==> src/rtl/conn_header_streamer.sv <==
// Scans the connection-record RAM and streams one Ethernet+IPv4+TCP header
// (14 big-endian words, IPv4 checksum filled in) for every record with its valid bit set.
//
// state      | meaning
// IDLE       | waiting for start
// RD_VALID   | R0 address presented; held while the writer owns the RAM
// CHECK      | R0 on ram_q, test valid bit
// FETCH      | R1..R8 addressed back to back, each captured one cycle later
// CSUM1      | 20-bit sum of the IP header halfwords
// CSUM2      | fold carries, invert, load word 0
// EMIT       | stream words 0..13 on the valid/ready handshake
// NEXT       | advance record index or finish the pass
module conn_header_streamer #(
    parameter int NUM_CONN  = 8,
    parameter int REC_WORDS = 9,
    parameter int ADDR_W    = 9,
    parameter int BASE_ADDR = 0,
    parameter int IP_TTL    = 64,
    localparam int CONN_W   = (NUM_CONN > 1) ? $clog2(NUM_CONN) : 1
) (
    input  logic              clk,
    input  logic              reset,
    input  logic              start,
    input  logic              ram_busy,
    output logic [ADDR_W-1:0] ram_addr,
    input  logic [31:0]       ram_q,
    output logic [31:0]       hdr_data,
    output logic              hdr_valid,
    input  logic              hdr_ready,
    output logic              hdr_last,
    output logic [CONN_W-1:0] hdr_conn,
    output logic              scan_busy,
    output logic              scan_done
);

    localparam logic [7:0] TTL8 = 8'(IP_TTL);

    typedef enum logic [2:0] {
        S_IDLE, S_RD_VALID, S_CHECK, S_FETCH, S_CSUM1, S_CSUM2, S_EMIT, S_NEXT
    } state_t;

    state_t            state;
    logic [CONN_W-1:0] idx;
    logic [3:0]        fcnt;
    logic [3:0]        widx;
    logic [15:0]       window;
    logic [5:0]        flags;
    logic [31:0]       seq, ack, ip_src, ip_dst;
    logic [47:0]       mac_src, mac_dst;
    logic [15:0]       src_port, dst_port;
    logic [15:0]       ip_id, ip_csum;
    logic [19:0]       sum20;
    logic [19:0]       hsum;
    logic [16:0]       fold1;
    logic [15:0]       fold2;
    logic              last_conn;

    assign last_conn = (idx == CONN_W'(NUM_CONN - 1));

    function automatic logic [ADDR_W-1:0] rec_addr(input logic [CONN_W-1:0] i,
                                                    input logic [3:0] w);
        return ADDR_W'(BASE_ADDR) + ADDR_W'(i) * ADDR_W'(REC_WORDS) + ADDR_W'(w);
    endfunction

    function automatic logic [31:0] hdr_word(input logic [3:0] n);
        logic [31:0] w;
        case (n)
            4'd0:    w = mac_dst[47:16];
            4'd1:    w = {mac_dst[15:0], mac_src[47:32]};
            4'd2:    w = mac_src[31:0];
            4'd3:    w = {16'h0800, 8'h45, 8'h00};
            4'd4:    w = {16'd40, ip_id};
            4'd5:    w = {16'h4000, TTL8, 8'h06};
            4'd6:    w = {ip_csum, ip_src[31:16]};
            4'd7:    w = {ip_src[15:0], ip_dst[31:16]};
            4'd8:    w = {ip_dst[15:0], src_port};
            4'd9:    w = {dst_port, seq[31:16]};
            4'd10:   w = {seq[15:0], ack[31:16]};
            4'd11:   w = {ack[15:0], 8'h50, 2'b00, flags};
            4'd12:   w = {window, 16'h0000};
            default: w = 32'h0000_0000;
        endcase
        return w;
    endfunction

    // Ten IP halfwords with the checksum field taken as zero; two folds absorb all carries.
    always_comb begin
        hsum  = 20'h04500 + 20'h00028 + {4'h0, ip_id} + 20'h04000 + {4'h0, TTL8, 8'h06}
              + {4'h0, ip_src[31:16]} + {4'h0, ip_src[15:0]}
              + {4'h0, ip_dst[31:16]} + {4'h0, ip_dst[15:0]};
        fold1 = {1'b0, sum20[15:0]} + {13'd0, sum20[19:16]};
        fold2 = fold1[15:0] + {15'd0, fold1[16]};
    end

    always_ff @(posedge clk) begin
        if (reset) begin
            state     <= S_IDLE;
            idx       <= '0;
            fcnt      <= '0;
            widx      <= '0;
            window    <= '0;
            flags     <= '0;
            seq       <= '0;
            ack       <= '0;
            ip_src    <= '0;
            ip_dst    <= '0;
            mac_src   <= '0;
            mac_dst   <= '0;
            src_port  <= '0;
            dst_port  <= '0;
            ip_id     <= '0;
            ip_csum   <= '0;
            sum20     <= '0;
            ram_addr  <= '0;
            hdr_data  <= '0;
            hdr_valid <= 1'b0;
            hdr_last  <= 1'b0;
            hdr_conn  <= '0;
            scan_busy <= 1'b0;
            scan_done <= 1'b0;
        end else begin
            scan_done <= 1'b0;
            case (state)
                S_IDLE: begin
                    if (start) begin
                        scan_busy <= 1'b1;
                        idx       <= '0;
                        ram_addr  <= rec_addr('0, 4'd0);
                        state     <= S_RD_VALID;
                    end
                end
                S_RD_VALID: begin
                    if (!ram_busy) state <= S_CHECK;
                end
                S_CHECK: begin
                    if (ram_busy) begin
                        state <= S_RD_VALID;
                    end else if (ram_q[0]) begin
                        window   <= ram_q[31:16];
                        flags    <= ram_q[13:8];
                        fcnt     <= '0;
                        ram_addr <= rec_addr(idx, 4'd1);
                        state    <= S_FETCH;
                    end else begin
                        scan_done <= last_conn;
                        state     <= S_NEXT;
                    end
                end
                S_FETCH: begin
                    // Any busy cycle may have corrupted a word already in flight: redo the record.
                    if (ram_busy) begin
                        ram_addr <= rec_addr(idx, 4'd0);
                        state    <= S_RD_VALID;
                    end else begin
                        case (fcnt)
                            4'd1: seq      <= ram_q;
                            4'd2: ack      <= ram_q;
                            4'd3: ip_src   <= ram_q;
                            4'd4: ip_dst   <= ram_q;
                            4'd5: mac_src[47:16] <= ram_q;
                            4'd6: begin
                                mac_src[15:0]  <= ram_q[31:16];
                                mac_dst[47:32] <= ram_q[15:0];
                            end
                            4'd7: mac_dst[31:0] <= ram_q;
                            4'd8: begin
                                src_port <= ram_q[31:16];
                                dst_port <= ram_q[15:0];
                            end
                            default: ;
                        endcase
                        if (fcnt < 4'd7) ram_addr <= rec_addr(idx, fcnt + 4'd2);
                        fcnt <= fcnt + 4'd1;
                        if (fcnt == 4'd8) state <= S_CSUM1;
                    end
                end
                S_CSUM1: begin
                    sum20 <= hsum;
                    state <= S_CSUM2;
                end
                S_CSUM2: begin
                    ip_csum   <= ~fold2;
                    widx      <= '0;
                    hdr_data  <= hdr_word(4'd0);
                    hdr_valid <= 1'b1;
                    hdr_last  <= 1'b0;
                    hdr_conn  <= idx;
                    state     <= S_EMIT;
                end
                S_EMIT: begin
                    if (hdr_ready) begin
                        if (widx == 4'd13) begin
                            hdr_valid <= 1'b0;
                            hdr_last  <= 1'b0;
                            ip_id     <= ip_id + 16'd1;
                            scan_done <= last_conn;
                            state     <= S_NEXT;
                        end else begin
                            widx     <= widx + 4'd1;
                            hdr_data <= hdr_word(widx + 4'd1);
                            hdr_last <= (widx == 4'd12);
                        end
                    end
                end
                S_NEXT: begin
                    if (last_conn) begin
                        scan_busy <= 1'b0;
                        idx       <= '0;
                        state     <= S_IDLE;
                    end else begin
                        idx      <= idx + 1'b1;
                        ram_addr <= rec_addr(idx + 1'b1, 4'd0);
                        state    <= S_RD_VALID;
                    end
                end
                default: state <= S_IDLE;
            endcase
        end
    end

endmodule

==> config.mk <==
export PLATFORM = sky130hd
export DESIGN_NAME = conn_header_streamer
export DESIGN_NICKNAME = d
export VERILOG_FILES = /design/src/rtl/conn_header_streamer.sv
export SDC_FILE = /design/constraint.sdc
export NUM_CORES = 1
export LEC_CHECK = 0
export ABC_AREA = 1
export CORE_ASPECT_RATIO = 1.2
export CORE_MARGIN = 4
export CORE_UTILIZATION = 41
export CTS_CLUSTER_DIAMETER = 60
export CTS_CLUSTER_SIZE = 40
export DETAILED_ROUTE_END_ITERATION = 6
export HOLD_SLACK_MARGIN = 0.1
export PLACE_DENSITY = 0.62
export SYNTH_ARGS = -nofsm -noshare
export SYNTH_HDL_FRONTEND = slang
export SYNTH_SLANG_ARGS = --single-unit
==> constraint.sdc <==
create_clock -name clk -period 3.78 [get_ports clk]
set_input_delay 0.567 -clock clk [delete_from_list [all_inputs] [get_ports clk]]
set_output_delay 0.567 -clock clk [all_outputs]
set_load 0.02 [all_outputs]
==> results.md <==
* Status: completed
* Most used cell, CP: inv_1
* Top cells by area, synth: dfxtp_1 39%, o21ai_0 10%, a21oi_1 8.0%
* Clock Pin Slew Worst Setup and Hold Paths at 80 ps
* Slew Limit Fails at 0
* Hold_buf cts at 0
* Post-DP HPWL at 48.58 mm
* Most common cell in the netlist: o21ai_0
* Largest net degree at the start of global routing at 121
* DRT Wirelength at 67.65 mm
* Worst path cell trace: inv_1 -> fa_1 -> inv_1 -> fa_1 -> inv_1 -> fa_1 -> inv_1 -> ha_4 -> a21oi_2 -> nand2_2 -> a21oi_2 -> o21ai_1 -> buf_4 -> xor2_1 -> o21ai_0 -> inv_1
* Layout cell share with drive strength beyond 1 at 6.993%
* Die X at 210.5 microns
* Skew final at 50.69 ps
* DIE HEIGHT at 251.0 microns
* Initial Utilization at 41.73%
* Crit path largest cell delay at 530 ps
* Worst path required time at 4270 ps
* Total vias in the final route at 18720
* Delay-heaviest family, CP: adder cells
* Vias in the first global route at 17530
* H-tree lvl count at 1
* CTS Buf Count at 31
* Clock Path Buffers at 3
* Fillers at 4853
* Critical Path Sink Type: flip-flop
* 1st-pass router iterations at 5
* Top-area cell type share of the netlist area at 38.61%
* Post-synth ARST share at 0%
* CTS tree: done
* Yosys top cell by area: dfxtp_1
* Min Tclk post-route at 3618 ps
* DRC Markers at 0
* Initial antenna violation count at 1
* Netlist cell types at 54
* Post-Place Worst Slack at -40.84 ps
* Crit path max-delay cell type: fa_1
* I/O pins at 85
* GRT Overall Usage at 24.60%
* Top cells by count, synth: 412 x o21ai_0, 401 x inv_1, 389 x dfxtp_1
* Crit path launch type: flip-flop
* Pwr dens at 387.5 nW/um^2
* Worst Path Buf+Inv at 6
* Worst vdd ir at 0.0005047 V
* Final TNS setup at 0 ps
* First-pass GRT wire length at 103.0 mm
* Number of synthesized flops with an enable pin at 0
* Nets at 3020
* Cell Count, Final, Fillers Out at 3533
* Hold Crit Class: flip-flop to flip-flop
* Final Cycle Share at 95.71%
* YS warnings at 0
* Kind of critical path: flip-flop to flip-flop
* Post-DR vias/cell at 5.298
* Post-synthesis sequential area ratio at 38.61%
* FP Rows at 88
* FMAX at 276.4 MHz
* Max Cap Violations at 0
* Slew HR at 39.24%
* Syn Area/Cell at 7.060 sq um
* Wirelength per Cell at 19.15 microns
* Main synth FF type: dfxtp_1
* Final Setup Violations at 0
* CP arrival at 4110 ps
* Clock latency on the worst-skew pair at 640 ps
* Synthesis-stage register bit count at 389
* Final Hold Violating Endpoints at 0
* Initial DRC count at 1417
* CTS sink count at 389
* PnR worst setup slack at 162.0 ps
* LEAKAGE at 9.010 nW
* Cells after Synth at 2857
* Congestion Overflow GR at 0
* Synth-to-Final Area Change at 12.88%
* DRT antenna net count at 0
* Root Buffer: clkbuf_16
* Slew @ Worst Pin at 903.1 ps
* GP Congestion at 0.8834
* Post-Synthesis Cell Area at 20170 sq um
* Minimum hold slack at 447.1 ps
* Die ar. at 52830 sq um
* Crit path max fanout at 3
* Core Region at 48340 sq um
* Dpl cells at 3473
* Util after Layout at 47.11%
* Diode count at 0
* IO Port Bufs at 82
==> routing by layer <==
layer	vias to the layer above	global-route usage (%)	wire length, microns
met5	-	0	0
met4	0	8.505	2486
met3	119	2.234	3443
met2	547	42.33	32840
met1	8813	32.49	28880
li1	9238	-	-
==> power by group <==
group / switching [W] / total (W) / internal (W)
logic: 0.000700 / 0.000985 / 0.000286
clock network: 0.00186 / 0.00356 / 0.00170
registers: 0.0000857 / 0.00428 / 0.00419
==> state kept, by name, indices dropped and copies added, names as in the netlist, 19 cells and up <==
| name | cells |
|---|---|
| ack | 32 |
| hdr_data | 32 |
| ip_dst | 32 |
| ip_src | 32 |
| mac_dst | 48 |
| mac_src | 48 |
| seq | 32 |
| sum20 | 19 |
==> area by class of cell <==
class	instances	area, sq um	share of cell area [%]
Clock buffer	32	779.5	3.423
Clock inverter	26	317.8	1.396
Inverter	417	1575	6.918
Multi-Input combinational cell	1904	10230	44.92
Sequential cell	389	7791	34.22
Tap cell	630	788.3	3.462
Timing Repair Buffer	135	1289	5.660
==> cell usage in the layout (no fill, tap or decap), types with 32 or more instances in the layout <==
cell type,instances
o21ai_0,408
a21oi_1,319
o21ai_1,32
nand3_1,123
dfxtp_1,386
clkdlybuf4s50_1,81
inv_1,400
buf_4,47
nor2_1,382
nand2_1,375
ha_1,51
fa_1,49
==> metrics by stage <==
stage / area (sq um) / total power (W)
2_1_floorplan: 20180 / 0.004971
5_1_grt: 22770 / 0.009140
3_3_place_gp: 21600 / 0.005340
3_5_place_dp: 21600 / 0.005350
6_report: 22770 / 0.008824
4_1_cts: 22700 / 0.008865
==> repair_timing <==
action | CTS | global route
hold endpoints to repair | 0 | 0
pin swaps | 0 | 5
setup endpoints to repair | 2 | 9
gates resized for setup | 1 | 20
gates cloned | 0 | 0
setup buffers | 0 | 2
==> kinds of logic after synthesis <==
| logic type | after synthesis | share of synthesized area [%] |
|---|---|---|
| AND/OR/NAND/NOR | 972 | 20.48 |
| AO/OA/AOI/OAI | 806 | 20.61 |
| buffers and inverters | 565 | 11.05 |
| flip-flops | 389 | 38.61 |
| adder cells (fa/ha/maj) | 105 | 8.374 |
| XOR/XNOR | 19 | 0.8622 |
| other | 1 | 0.01859 |
==> worst paths after layout <==
kind | from | end | slack [ps] | cells after the start
setup reg to reg | ip_src[4] | sum20[9] | 160 | 16
hold / removal | mac_src[10] | mac_src[10] | 450 | 2
hold reg to reg | mac_src[10] | mac_src[10] | 450 | 2
setup / recovery | ip_src[4] | sum20[9] | 160 | 16
==> worst register-to-register path, cell delays in order (launching register included) <==
cell     delay [ps]
dfxtp_2         330
inv_1            60
fa_1            530
inv_1            50
fa_1            530
inv_1            50
fa_1            530
inv_1            70
ha_4            250
a21oi_2         150
nand2_2          90
a21oi_2         220
o21ai_1         120
buf_4           160
xor2_1          130
o21ai_0         140
inv_1            60
Note: power is estimated with default switching activity, not from simulation.
